### config.mk
export PLATFORM = sky130hd
export DESIGN_NAME = ninjin_mem_arb
export DESIGN_NICKNAME = d
export VERILOG_FILES = /design/src/rtl/ninjin_pkg.sv /design/src/rtl/ninjin_rr_arb.sv /design/src/rtl/ninjin_mem_arb.sv
export SDC_FILE = /design/constraint.sdc
export NUM_CORES = 1
export LEC_CHECK = 0
export ABC_CLOCK_PERIOD_IN_PS = 1600
export CAP_MARGIN = 20
export CORE_UTILIZATION = 27
export CTS_BUF_LIST = sky130_fd_sc_hd__clkbuf_2 sky130_fd_sc_hd__clkbuf_4 sky130_fd_sc_hd__clkbuf_8
export CTS_CLUSTER_SIZE = 25
export DETAILED_ROUTE_END_ITERATION = 8
export PLACE_DENSITY = 0.75
export SLEW_MARGIN = 40
export SYNTH_ARGS = -nofsm -noshare
export SYNTH_HDL_FRONTEND = slang
export SYNTH_HIERARCHICAL = 1
export SYNTH_SLANG_ARGS = --single-unit
export TNS_END_PERCENT = 1
### constraint.sdc
create_clock -name clk -period 1.6 [get_ports clk]
set_clock_uncertainty 0.05 [all_clocks]
set_input_delay 0.24 -clock clk [delete_from_list [all_inputs] [get_ports clk]]
set_output_delay 0.24 -clock clk [all_outputs]
set_load 0.005 [all_outputs]
### src/rtl/ninjin_pkg.sv
// Shared types and constants for the ninjin memory arbiter.
// Holds the FSM state encoding, the default port width and the burst-length width helper.
package ninjin_pkg;

   localparam int PORT_W = 32;

   typedef enum logic {
      IDLE  = 1'b0,
      BURST = 1'b1
   } state_t;

   // Bits needed to carry a length value of 0..maxburst.
   function automatic int calc_lenw(input int maxburst);
      return $clog2(maxburst + 1);
   endfunction

endpackage

### src/rtl/ninjin_rr_arb.sv
// Combinational round-robin picker: the first requester after the last-granted
// channel wins; the result is one-hot.
module ninjin_rr_arb
   import ninjin_pkg::*;
#(
   parameter  int CH = 2,
   localparam int PW = $clog2(CH)
) (
   input  logic [CH-1:0] req,
   input  logic [PW-1:0] last,
   output logic [CH-1:0] gnt
);

   logic [PW-1:0] idx;

   // Walk from farthest to nearest so the nearest requester overwrites the rest.
   always_comb begin
      gnt = '0;
      idx = '0;
      for (int i = CH; i >= 1; i--) begin
         idx = PW'((int'(last) + i) % CH);
         if (req[idx]) begin
            gnt      = '0;
            gnt[idx] = 1'b1;
         end
      end
   end

endmodule

### src/rtl/ninjin_mem_arb.sv
// Multi-channel burst arbiter in front of a single-port memory with 1-cycle read latency.
// Optional per-channel completed-burst counters are enabled by defining NINJIN_ARB_STATS_EN.
module ninjin_mem_arb
   import ninjin_pkg::*;
#(
   parameter  int CH       = 2,
   parameter  int PORT     = PORT_W,
   parameter  int AWIDTH   = 12,
   parameter  int MAXBURST = 16,
   localparam int LENW     = calc_lenw(MAXBURST),
   localparam int PW       = $clog2(CH)
) (
   input  logic                 clk,
   input  logic                 rst,
   input  logic [CH-1:0]        req,
   input  logic [CH-1:0]        req_we,
   input  logic [CH*AWIDTH-1:0] req_addr,
   input  logic [CH*LENW-1:0]   req_len,
   input  logic [CH*PORT-1:0]   wdata,
   output logic [CH-1:0]        gnt,
   output logic [CH-1:0]        wr_ready,
   output logic [PORT-1:0]      rdata,
   output logic [CH-1:0]        rvalid,
   output logic                 mem_en,
   output logic                 mem_we,
   output logic [AWIDTH-1:0]    mem_addr,
   output logic [PORT-1:0]      mem_wdata,
   input  logic [PORT-1:0]      mem_rdata,
   output logic                 busy
`ifdef NINJIN_ARB_STATS_EN
   ,
   output logic [CH*32-1:0]     stat_grants
`endif
);

   state_t            state, state_nxt;
   logic [CH-1:0]     arb_gnt, ch_q, rv_q;
   logic [PW-1:0]     last_q, sel_idx;
   logic              we_q, sel_we, in_burst, last_beat;
   logic [AWIDTH-1:0] addr_q, sel_addr;
   logic [LENW-1:0]   rem_q, sel_len;

   function automatic logic [LENW-1:0] clamp_len(input logic [LENW-1:0] l);
      if (l == '0) return LENW'(1);
      if (l > LENW'(MAXBURST)) return LENW'(MAXBURST);
      return l;
   endfunction

   ninjin_rr_arb #(.CH(CH)) u_rr (
      .req  (req),
      .last (last_q),
      .gnt  (arb_gnt)
   );

   assign in_burst  = (state == BURST);
   assign last_beat = (rem_q == LENW'(1));

   always_comb begin
      sel_idx  = '0;
      sel_we   = 1'b0;
      sel_addr = '0;
      sel_len  = '0;
      for (int c = 0; c < CH; c++) begin
         if (arb_gnt[c]) begin
            sel_idx  = PW'(c);
            sel_we   = req_we[c];
            sel_addr = req_addr[c*AWIDTH +: AWIDTH];
            sel_len  = clamp_len(req_len[c*LENW +: LENW]);
         end
      end
   end

   always_ff @(posedge clk or posedge rst) begin
      if (rst) state <= IDLE;
      else     state <= state_nxt;
   end

   always_comb begin
      state_nxt = state;
      busy      = in_burst;
      mem_en    = in_burst;
      mem_we    = in_burst & we_q;
      mem_addr  = in_burst ? addr_q : '0;
      gnt       = in_burst ? ch_q : '0;
      wr_ready  = (in_burst && we_q) ? ch_q : '0;
      mem_wdata = '0;
      rvalid    = rv_q;
      rdata     = (|rv_q) ? mem_rdata : '0;
      for (int c = 0; c < CH; c++) begin
         if (in_burst && we_q && ch_q[c]) mem_wdata = wdata[c*PORT +: PORT];
      end
      case (state)
         IDLE:    if (|req) state_nxt = BURST;
         BURST:   if (last_beat) state_nxt = IDLE;
         default: state_nxt = IDLE;
      endcase
   end

   // Burst bookkeeping; read strobe trails each read beat by one cycle.
   always_ff @(posedge clk or posedge rst) begin
      if (rst) begin
         ch_q   <= '0;
         we_q   <= 1'b0;
         addr_q <= '0;
         rem_q  <= '0;
         last_q <= PW'(CH - 1);
         rv_q   <= '0;
      end else begin
         rv_q <= (in_burst && !we_q) ? ch_q : '0;
         if (state == IDLE && (|req)) begin
            ch_q   <= arb_gnt;
            we_q   <= sel_we;
            addr_q <= sel_addr;
            rem_q  <= sel_len;
            last_q <= sel_idx;
         end else if (in_burst) begin
            addr_q <= addr_q + AWIDTH'(1);
            rem_q  <= rem_q - LENW'(1);
         end
      end
   end

`ifdef NINJIN_ARB_STATS_EN
   logic [31:0] stat_q [CH];

   always_ff @(posedge clk or posedge rst) begin
      if (rst) begin
         for (int c = 0; c < CH; c++) stat_q[c] <= '0;
      end else if (in_burst && last_beat) begin
         for (int c = 0; c < CH; c++) begin
            if (ch_q[c] && stat_q[c] != '1) stat_q[c] <= stat_q[c] + 32'd1;
         end
      end
   end

   for (genvar g = 0; g < CH; g++) begin : g_stat
      assign stat_grants[g*32 +: 32] = stat_q[g];
   end
`endif

endmodule
==> qor.txt, run 1 <==
Finished Layout Cells: 588
top cell type's share of synthesized area: 26.2%
port bufs: 220
syn nets: 398
pwr dens: 1370 mW/mm²
Initial Utilization: 28.2%
crit share post-route: 121%
Critical Path AT: 1650 ps
TritonRoute pass-1 iters: 5
Horiz. Die Dim: 92.2 µm
CTS tree: built
WL/cell: 16.9 µm
RR Startpoint: last_q
# diodes: 0
EDFF count, synth: 0
cell area after layout: 0.00448 mm²
FILL cells: 719
YS warnings: 6
post-layout min period: 1940 ps
Critical Path Source: busy
Worst VDD drop: 611 µV
Clock transition at path regs: 90 ps
worst hold path class: in -> async
synth top area cells: dfrtp_1 (26%), a22o_1 (13%), nor2b_1 (10%)
Cell variety after synth: 45
crit path to: wr_ready[1]
total placed cells including tap cells: 581
R2R depth: 6
Hold Vio Cnt, Final: 0
Die Height: 92.2 µm
layout cells sized above 1: 24.3%
r2r endpoint: addr_q[9]
dpl hpwl: 7910 µm
via count: 2902
Relative slew margins: 72.7%
core area: 0.00781 mm²
Max Clk Rate: 0.515 GHz
max-cap viol count: 0
Synth top cells by count: nor2b_1 (36), a22o_1 (32), dfrtp_1 (23), nand2_1 (19), and2_1 (15)
top-count cell post-synth: nor2b_1
post-synthesis cell area: 0.00220 mm²
vias in the first global route: 2760
final wirelength: 9960 µm
post-synthesis sequential area ratio: 27.4%
initial antenna violation count: 1
Synth area leader: dfrtp_1
clock sinks: 24
Cells after Synth: 259
die footprint: 0.00851 mm²
# setup viols final: 59
GRT overflow: 0
met2 Usage GRT: 41.0%
Max Fanout on Critical Path: 33
TritonCTS buffer count: 3
Root Buffer: clkbuf_8
Synth Area per Inst: 8.49 µm²
unrepaired setup endpoints after global routing: yes
leak pwr: 2.05 nW
status: complete, but fails checks
Slew Viols, Final: 0
total power: 0.00612 W
Setup CP Type: reg -> out
placed cell area: 0.00461 mm²
clock tree buffer depth: 2
Placer Congestion: 0.836
r2r setup slk: -140 ps
Setup TNS Final: -10840 ps
async set or reset register ratio after synthesis: 100%
nets: 626
1st-iter DRT viols: 115
Least-Margin Pin Slew: 403 ps
Rows: 32
Crit. End Element: output pin
H-tree levels: 1
detailed-route DRC error count: 0
Yosys reg bits: 24
GRT Overall Usage: 22.1%
failing checks: negative setup slack
# IOs: 221
remaining antenna violation count: 0
startpoint types: flop
largest net degree at the start of global routing: 46
Top FF cell, synth: dfrtp_1
global route hottest layer: met2
Layout area overhead: 104%
Required @ worst endpoint: 1310 ps
clk_lat worst skew: 270 ps
Setup WS post-layout: -343 ps
DR vias/cell: 4.94
first-pass GRT wire length: 14700 µm
GR met1 Demand/Resource: 26.6%
met3 global-route usage: 4.89%
[registers in the layout (all words and copies together) (netlist names)]
register,cells
rvalid,2
rem_q,5
we_q,1
addr_q,12
busy,1
last_q,1
ch_q,2
[cells in the final DEF (no fill, tap or decap), types with 4 or more instances in the layout]
cell and count:
nand2_1 19, and2_4 5, nor2_1 10, xnor2_1 6
clkbuf_2 33, buf_4 20, o21ai_0 9, nand3_1 5
buf_2 29, a21oi_1 4, clkdlybuf4s50_1 145, nor3_1 10
dlymetal6s2s_1 6, and2_1 10, inv_1 7, a21o_1 4
a221oi_1 7, a221o_1 6, a22o_1 32, nor2b_1 34
buf_12 5, dlygate4sd2_1 5, dfrtp_1 22
[how the worst min path moves through the flow]
stage | endpoint | slack, ps | cells past startpoint
finish | ch_q[0] | 270 | 3
detailed placement | last_q | 430 | 2
CTS | addr_q[6] | 280 | 3
global route | rvalid[1] | 310 | 3
floorplan | addr_q[0] | 200 | 1
global placement | last_q | 420 | 2
[area by class of cell]
cell class,instances,area (µm²),area share [%]
repair buffers,246,2160,48.3
multi-input cells,205,1490,33.2
flip-flops and latches,24,603,13.5
well taps,102,128,2.85
clock buffers,3,41.3,0.922
clock inverters,1,30.0,0.670
inverters,7,26.3,0.587
[cells by family (layout without fill, tap and decap cells)]
| logic type | count (synthesis) | in the layout | synth area share [%] |
|---|---|---|---|
| simple gates | 110 | 110 | 29.2 |
| compound gates | 79 | 79 | 28.6 |
| buf+inv | 30 | 257 | 7.68 |
| flops | 24 | 24 | 27.4 |
| xor+xnor | 9 | 9 | 3.59 |
| mux | 4 | 4 | 1.88 |
| fa+ha+maj | 3 | 3 | 1.71 |
[what timing repair did]
item / in CTS / in global routing
pin swaps: 7 / 19
hold buffers: 0 / 0
resized for setup: 168 / 89
cloned: 2 / 0
setup endpoints to repair: 99 / 94
setup buffers: 5 / 0
[critical path, cell delays in order, from the launching register on]
cell	delay, ps
dfrtp_2	420
and3_1	220
buf_12	200
clkdlybuf4s50_1	530
[power breakdown]
group	switching (W)	total, W	internal (W)	leakage [nW]
Combinational	0.00187	0.00431	0.00244	1.73
Sequential	0.000348	0.00127	0.000921	0.286
Clock	0.000211	0.000546	0.000335	0.0357
Total	0.00243	0.00612	0.00369	2.05
[metrics by stage]
stage	setup slack [ps]	util, %	hold slack [ps]
floorplan	-37.6	-	204
global placement	-392	59.1	423
detailed placement	-448	59.1	432
CTS	-480	60.6	281
global route	-405	57.4	313
finish	-343	57.4	267
[layer usage]
layer | routed length (µm) | up-vias
li1 | - | 1393
met1 | 3940 | 1336
met2 | 5110 | 163
met3 | 835 | 10
met4 | 72 | 0
met5 | 0 | -
No activity file was read; power rests on OpenSTA's default activity.
==> run 2, diff against run 1 <==
Settings changed: PLACE_DENSITY 0.75 to 0.87.
==> run 2 against run 1 <==
The run still ends with negative setup slack left. Global-route usage grew 0.26 points. Combinational power grew 5.8%. Clock-buffer cell count grew 1. Routed wire length shrank 2.2%. Worst hold slack gained 26 ps. Register-to-register slack lost 50 ps. Non-clock buffer count grew 10. Design area grew 2.4%. Die area is the same. Clock power shrank 23%. Highest routed layer is now met5.
==> qor.txt, run 2 (synthesis results as in run 1) <==
status: complete, but fails checks
failing checks: negative setup slack
detailed-route DRC error count: 0 (unchanged)
Relative slew margins: 74.9% (+2.1 points)
remaining antenna violation count: 0 (unchanged)
CTS tree: built
Placer Congestion: 0.913 (+9.3%)
Horiz. Die Dim: 92.2 µm (unchanged)
dpl hpwl: 7630 µm (-3.6%)
final wirelength: 9740 µm (-2.2%)
Die Height: 92.2 µm (unchanged)
layout cells sized above 1: 27.8% (+3.5 points)
GR met1 Demand/Resource: 26.9% (+0.29 points)
die footprint: 0.00851 mm² (unchanged)
core area: 0.00781 mm² (unchanged)
Top Registers: addr_q: 12 flops, rem_q: 5 flops
fin util: 58.7% (+1.4 points)
clock sinks: 24 (unchanged)
clock tree buffer depth: 2 (unchanged)
max reg flops: 12 (unchanged)
commonest non-fill, non-tap cell in the layout: clkdlybuf4s50_1
largest net degree at the start of global routing: 33 (-28%)
initial antenna violation count: 2 (+1)
Max Clk Rate: 0.506 GHz (-1.6%)
r2r setup slk: -190 ps (-50 ps)
via count: 3029 (+4.4%)
first-pass GRT wire length: 15000 µm (+2.6%)
# IOs: 221 (unchanged)
max-cap viol count: 0 (unchanged)
vias in the first global route: 3009 (+9.0%)
met2 Usage GRT: 38.9% (-2.2 points)
RR Startpoint: last_q
Max Fanout on Critical Path: 8 (-76%)
post-layout min period: 1970 ps (+31.2 ps)
met3 global-route usage: 5.97% (+1.1 points)
TritonCTS buffer count: 3 (unchanged)
R2R depth: 6 (unchanged)
nets: 636 (+1.6%)
TritonRoute pass-1 iters: 4 (-1)
Crit. End Element: output pin
DR vias/cell: 5.06 (+2.5%)
Critical Path AT: 1680 ps (+30 ps)
# setup viols final: 57 (-3.4%)
Root Buffer: clkbuf_8
global route hottest layer: met2
Initial Utilization: 28.2% (unchanged)
Slew Viols, Final: 0 (unchanged)
unrepaired setup endpoints after global routing: yes
Required @ worst endpoint: 1310 ps (about the same)
worst hold path class: in -> async
placed cell area: 0.00461 mm² (unchanged)
WL/cell: 16.3 µm (-4.0%)
Setup CP Type: reg -> out
Rows: 32 (unchanged)
Setup WS post-layout: -374 ps (-31.2 ps)
port bufs: 220 (unchanged)
Clock transition at path regs: 90 ps (about the same)
Layout area overhead: 109%
Hold Vio Cnt, Final: 0 (unchanged)
clk_lat worst skew: 270 ps (about the same)
H-tree levels: 1 (unchanged)
1st-iter DRT viols: 167 (+45%)
cell area after layout: 0.00459 mm² (+2.4%)
Reg with most FFs: addr_q
Least-Margin Pin Slew: 372 ps (-31.2 ps)
Worst VDD drop: 578 µV (-5.5%)
hold slack final: 292 ps (+25.7 ps)
pwr dens: 1360 mW/mm² (-0.37%)
startpoint types: flop
GRT Overall Usage: 22.4% (+0.26 points)
crit share post-route: 123% (+1.9 points)
r2r endpoint: addr_q[11]
commonest cells after routing, fill and taps aside: clkdlybuf4s50_1 (142), clkbuf_2 (37), nor2b_1 (34)
leak pwr: 2.07 nW (+1.4%)
GRT overflow: 0 (unchanged)
[run 2: changes by cell type in the layout (fill, tap and decap cells not counted), moves of 2 or more]
cell	change
clkbuf_2	+4
clkdlybuf4s50_1	-3
buf_4	+2
buf_16	+3
buf_2	+3
buf_6	+7
dlymetal6s2s_1	-6
dlygate4sd2_1	-2
[run 2: worst max path at each step]
stage / from / cells after the start / slack, ps / end
global placement: req[1] / 7 / -440 / rem_q[0]
floorplan: last_q / 7 / -40 / addr_q[6]
detailed placement: req[1] / 7 / -540 / rem_q[0]
global route: busy / 7 / -420 / mem_wdata[26]
CTS: busy / 7 / -360 / mem_wdata[14]
finish: busy / 7 / -370 / mem_wdata[9]
[run 2: what timing repair did]
action                     CTS  global route
setup endpoints to repair  100            96
setup buffers               11             0
gates cloned                 4             0
hold buffers                 0             0
hold endpoints to repair     0             0
gates resized for setup    247            49
pin swaps                   10            10
[run 2: per-stage QoR]
step                instances  TNS [ps]  worst slack, ps  power, W
floorplan                 259      -110            -37.6   0.00328
global placement          581    -14960             -437   0.00581
detailed placement        581    -16590             -542   0.00594
CTS                       599    -12050             -363   0.00639
global route              598    -16210             -425   0.00673
finish                    599    -12490             -374   0.00625
[run 2: worst max-delay path, stage by stage (launching register included)]
cell and delay [ps]:
dfrtp_1 430, and3_4 190, nor2b_4 130, buf_12 120
buf_16 120, buf_8 130, a22o_1 170, buf_2 120
[run 2: cell type report]
cell class	count	area, µm²
inverters	7	26.3
fillers	694	3220
multi-input cells	205	1500
repair buffers	256	2280
clock buffers	4	55.1
flip-flops and latches	24	602
diodes	1	2.50
well taps	102	128
[run 2: power breakdown]
part / switching, W / internal [W]
Clock: 0.000203 / 0.000220
Combinational: 0.00190 / 0.00265
Sequential: 0.000347 / 0.000920
[run 2: layer usage]
layer / wire length (µm) / vias to the layer above
met4: 203 / 2
met1: 3920 / 1430
li1: - / 1419
met3: 829 / 22
met2: 4770 / 156
met5: 17 / -
==> run 3, diff against run 2 <==
Settings changed: CTS_BUF_LIST sky130_fd_sc_hd__clkbuf_2 sky130_fd_sc_hd__clkbuf_4 sky130_fd_sc_hd__clkbuf_8 to sky130_fd_sc_hd__clkbuf_4.
==> run 3 against run 2 <==
The run still ends with negative setup slack left. Critical path depth did not move. Design area up 0.11%. Setup slack got worse by 75 ps. Non-clock buffer count stayed put. Worst hold slack worse by 72 ps. Routed wire length is 2.1% higher. Sequential share of layout area hardly changed. Via count shrank 0.30%. Die area unchanged. Cell count stayed put. Critical path type unchanged. Largest cell class unchanged.
==> qor.txt, run 3 (synthesis results as in run 1) <==
status: complete, but fails checks
failing checks: negative setup slack
Max Fanout on Critical Path: 8 (unchanged)
detailed-route DRC error count: 0 (unchanged)
1st-iter DRT viols: 159 (-4.8%)
initial antenna violation count: 2 (unchanged)
Required @ worst endpoint: 1310 ps (about the same)
Reg with most FFs: addr_q
commonest non-fill, non-tap cell in the layout: clkdlybuf4s50_1
Register Area: 602 µm² (unchanged)
Root Buffer: clkbuf_4
Layout area overhead: 109%
max reg flops: 12 (unchanged)
total placed cells including tap cells: 581 (unchanged)
vias in the first global route: 3027 (+0.60%)
Placer Congestion: 0.913 (unchanged)
# setup viols final: 67 (+18%)
Die Height: 92.2 µm (unchanged)
crit share post-route: 128% (+4.7 points)
Initial Utilization: 28.2% (unchanged)
Critical Path AT: 1760 ps (+80 ps)
TritonRoute pass-1 iters: 5 (+1)
leak pwr: 2.09 nW (+0.82%)
fin util: 58.8% (+0.064 points)
# IOs: 221 (unchanged)
commonest cells after routing, fill and taps aside: clkdlybuf4s50_1 (141), buf_2 (40), nor2b_1 (34)
post-layout min period: 2050 ps (+74.5 ps)
port bufs: 220 (unchanged)
pwr dens: 1350 mW/mm² (-1.1%)
clk_lat worst skew: 330 ps (+60 ps)
placed cell area: 0.00461 mm² (unchanged)
worst hold path class: in -> async
remaining antenna violation count: 0 (unchanged)
CTS Hold Bufs: 0 (unchanged)
FILL cells: 698 (+0.58%)
Horiz. Die Dim: 92.2 µm (unchanged)
Rows: 32 (unchanged)
TritonCTS buffer count: 3 (unchanged)
clock tree buffer depth: 2 (unchanged)
core area: 0.00781 mm² (unchanged)
via count: 3020 (-0.30%)
Setup WS post-layout: -449 ps (-74.5 ps)
H-tree levels: 1 (unchanged)
Finished Layout Cells: 599 (unchanged)
max-cap viol count: 0 (unchanged)
Setup TNS Final: -15660 ps (-3180 ps)
layout cells sized above 1: 28.2% (+0.40 points)
Hold Vio Cnt, Final: 0 (unchanged)
WL/cell: 16.6 µm (+2.1%)
Relative slew margins: 74.2% (-0.63 points)
largest net degree at the start of global routing: 33 (unchanged)
dpl hpwl: 7630 µm (unchanged)
startpoint types: flop
final wirelength: 9940 µm (+2.1%)
area of the multi-input gates: 0.00152 mm² (+1.3%)
CTS tree: built
die footprint: 0.00851 mm² (unchanged)
first-pass GRT wire length: 15200 µm (+1.1%)
Crit. End Element: output pin
clock sinks: 24 (unchanged)
GRT Overall Usage: 22.7% (+0.28 points)
GRT overflow: 0 (unchanged)
Setup CP Type: reg -> out
cell area after layout: 0.00459 mm² (+0.11%)
Top Registers: addr_q: 12 flops, rem_q: 5 flops
Max Clk Rate: 0.488 GHz (-3.6%)
worst slack, placed: -542 ps (unchanged)
nets: 636 (unchanged)
Slew Viols, Final: 0 (unchanged)
Clock transition at path regs: 150 ps (+60 ps)
Least-Margin Pin Slew: 385 ps (+13.3 ps)
Worst VDD drop: 483 µV (-16%)
DR vias/cell: 5.04 (-0.30%)
unrepaired setup endpoints after global routing: yes
run 3: cell types whose count changed in the layout (fill, tap and decap cells not counted), moves of 2 or more:
cell      previous run  this run
o21ai_0              8         5
clkbuf_8             4         0
buf_6                9        11
o21ai_1              4         6
clkbuf_4             0         3
clkbuf_2            37        28
buf_2               32        40
run 3: worst paths after layout:
path                       startpoint      endpoint  slack (ps)  cells past startpoint
setup / recovery                 busy  mem_wdata[9]        -450                      7
hold / removal                    rst    addr_q[11]         220                      3
setup reg to reg               last_q    addr_q[11]        -170                      6
hold reg to reg                last_q        last_q         460                      2
max in group asynchronous         rst        last_q         990                      3
min in group clk               last_q        last_q         460                      2
run 3: stage by stage:
stage | hold slack (ps) | total power [W]
3_5_place_dp | 430 | 0.00594
2_1_floorplan | 204 | 0.00328
3_3_place_gp | 409 | 0.00581
4_1_cts | 233 | 0.00624
5_1_grt | 274 | 0.00665
6_report | 220 | 0.00618
run 3: power by group:
group	internal [W]	total, W	switching (W)	leakage [nW]
Clock	0.0000917	0.000294	0.000203	0.0154
Combinational	0.00269	0.00461	0.00193	1.79
Sequential	0.000918	0.00127	0.000356	0.286
Total	0.00370	0.00618	0.00249	2.09
run 3: worst max-delay path, cell delays in order, from the launching register on:
cell,delay (ps)
dfrtp_1,450
and3_4,190
nor2b_4,130
buf_12,120
buf_16,120
buf_8,130
a22o_1,170
buf_2,120
run 3: final cells by class:
| class | instances | share of cell area [%] |
|---|---|---|
| Antenna cell | 1 | 0.0545 |
| Multi-Input combinational cell | 205 | 33.0 |
| Clock inverter | 1 | 0.0818 |
| Inverter | 7 | 0.572 |
| Sequential cell | 24 | 13.1 |
| Timing Repair Buffer | 256 | 49.9 |
| Clock buffer | 3 | 0.491 |
| Tap cell | 102 | 2.78 |
run 3: repair_timing:
action / in CTS / in global routing
buffers inserted: 11 / 0
gates cloned: 4 / 0
pin swaps: 12 / 13
resized for setup: 261 / 49
endpoints found under the hold margin: 0 / 0
endpoints found under the setup margin: 100 / 102
run 3: per-layer routing:
metal | vias up | wire [µm] | GRT usage (%)
met5 | - | 13 | 0
met4 | 2 | 191 | 7.42
met3 | 18 | 740 | 5.97
met2 | 133 | 4940 | 38.9
met1 | 1451 | 4060 | 27.4
li1 | 1416 | - | -
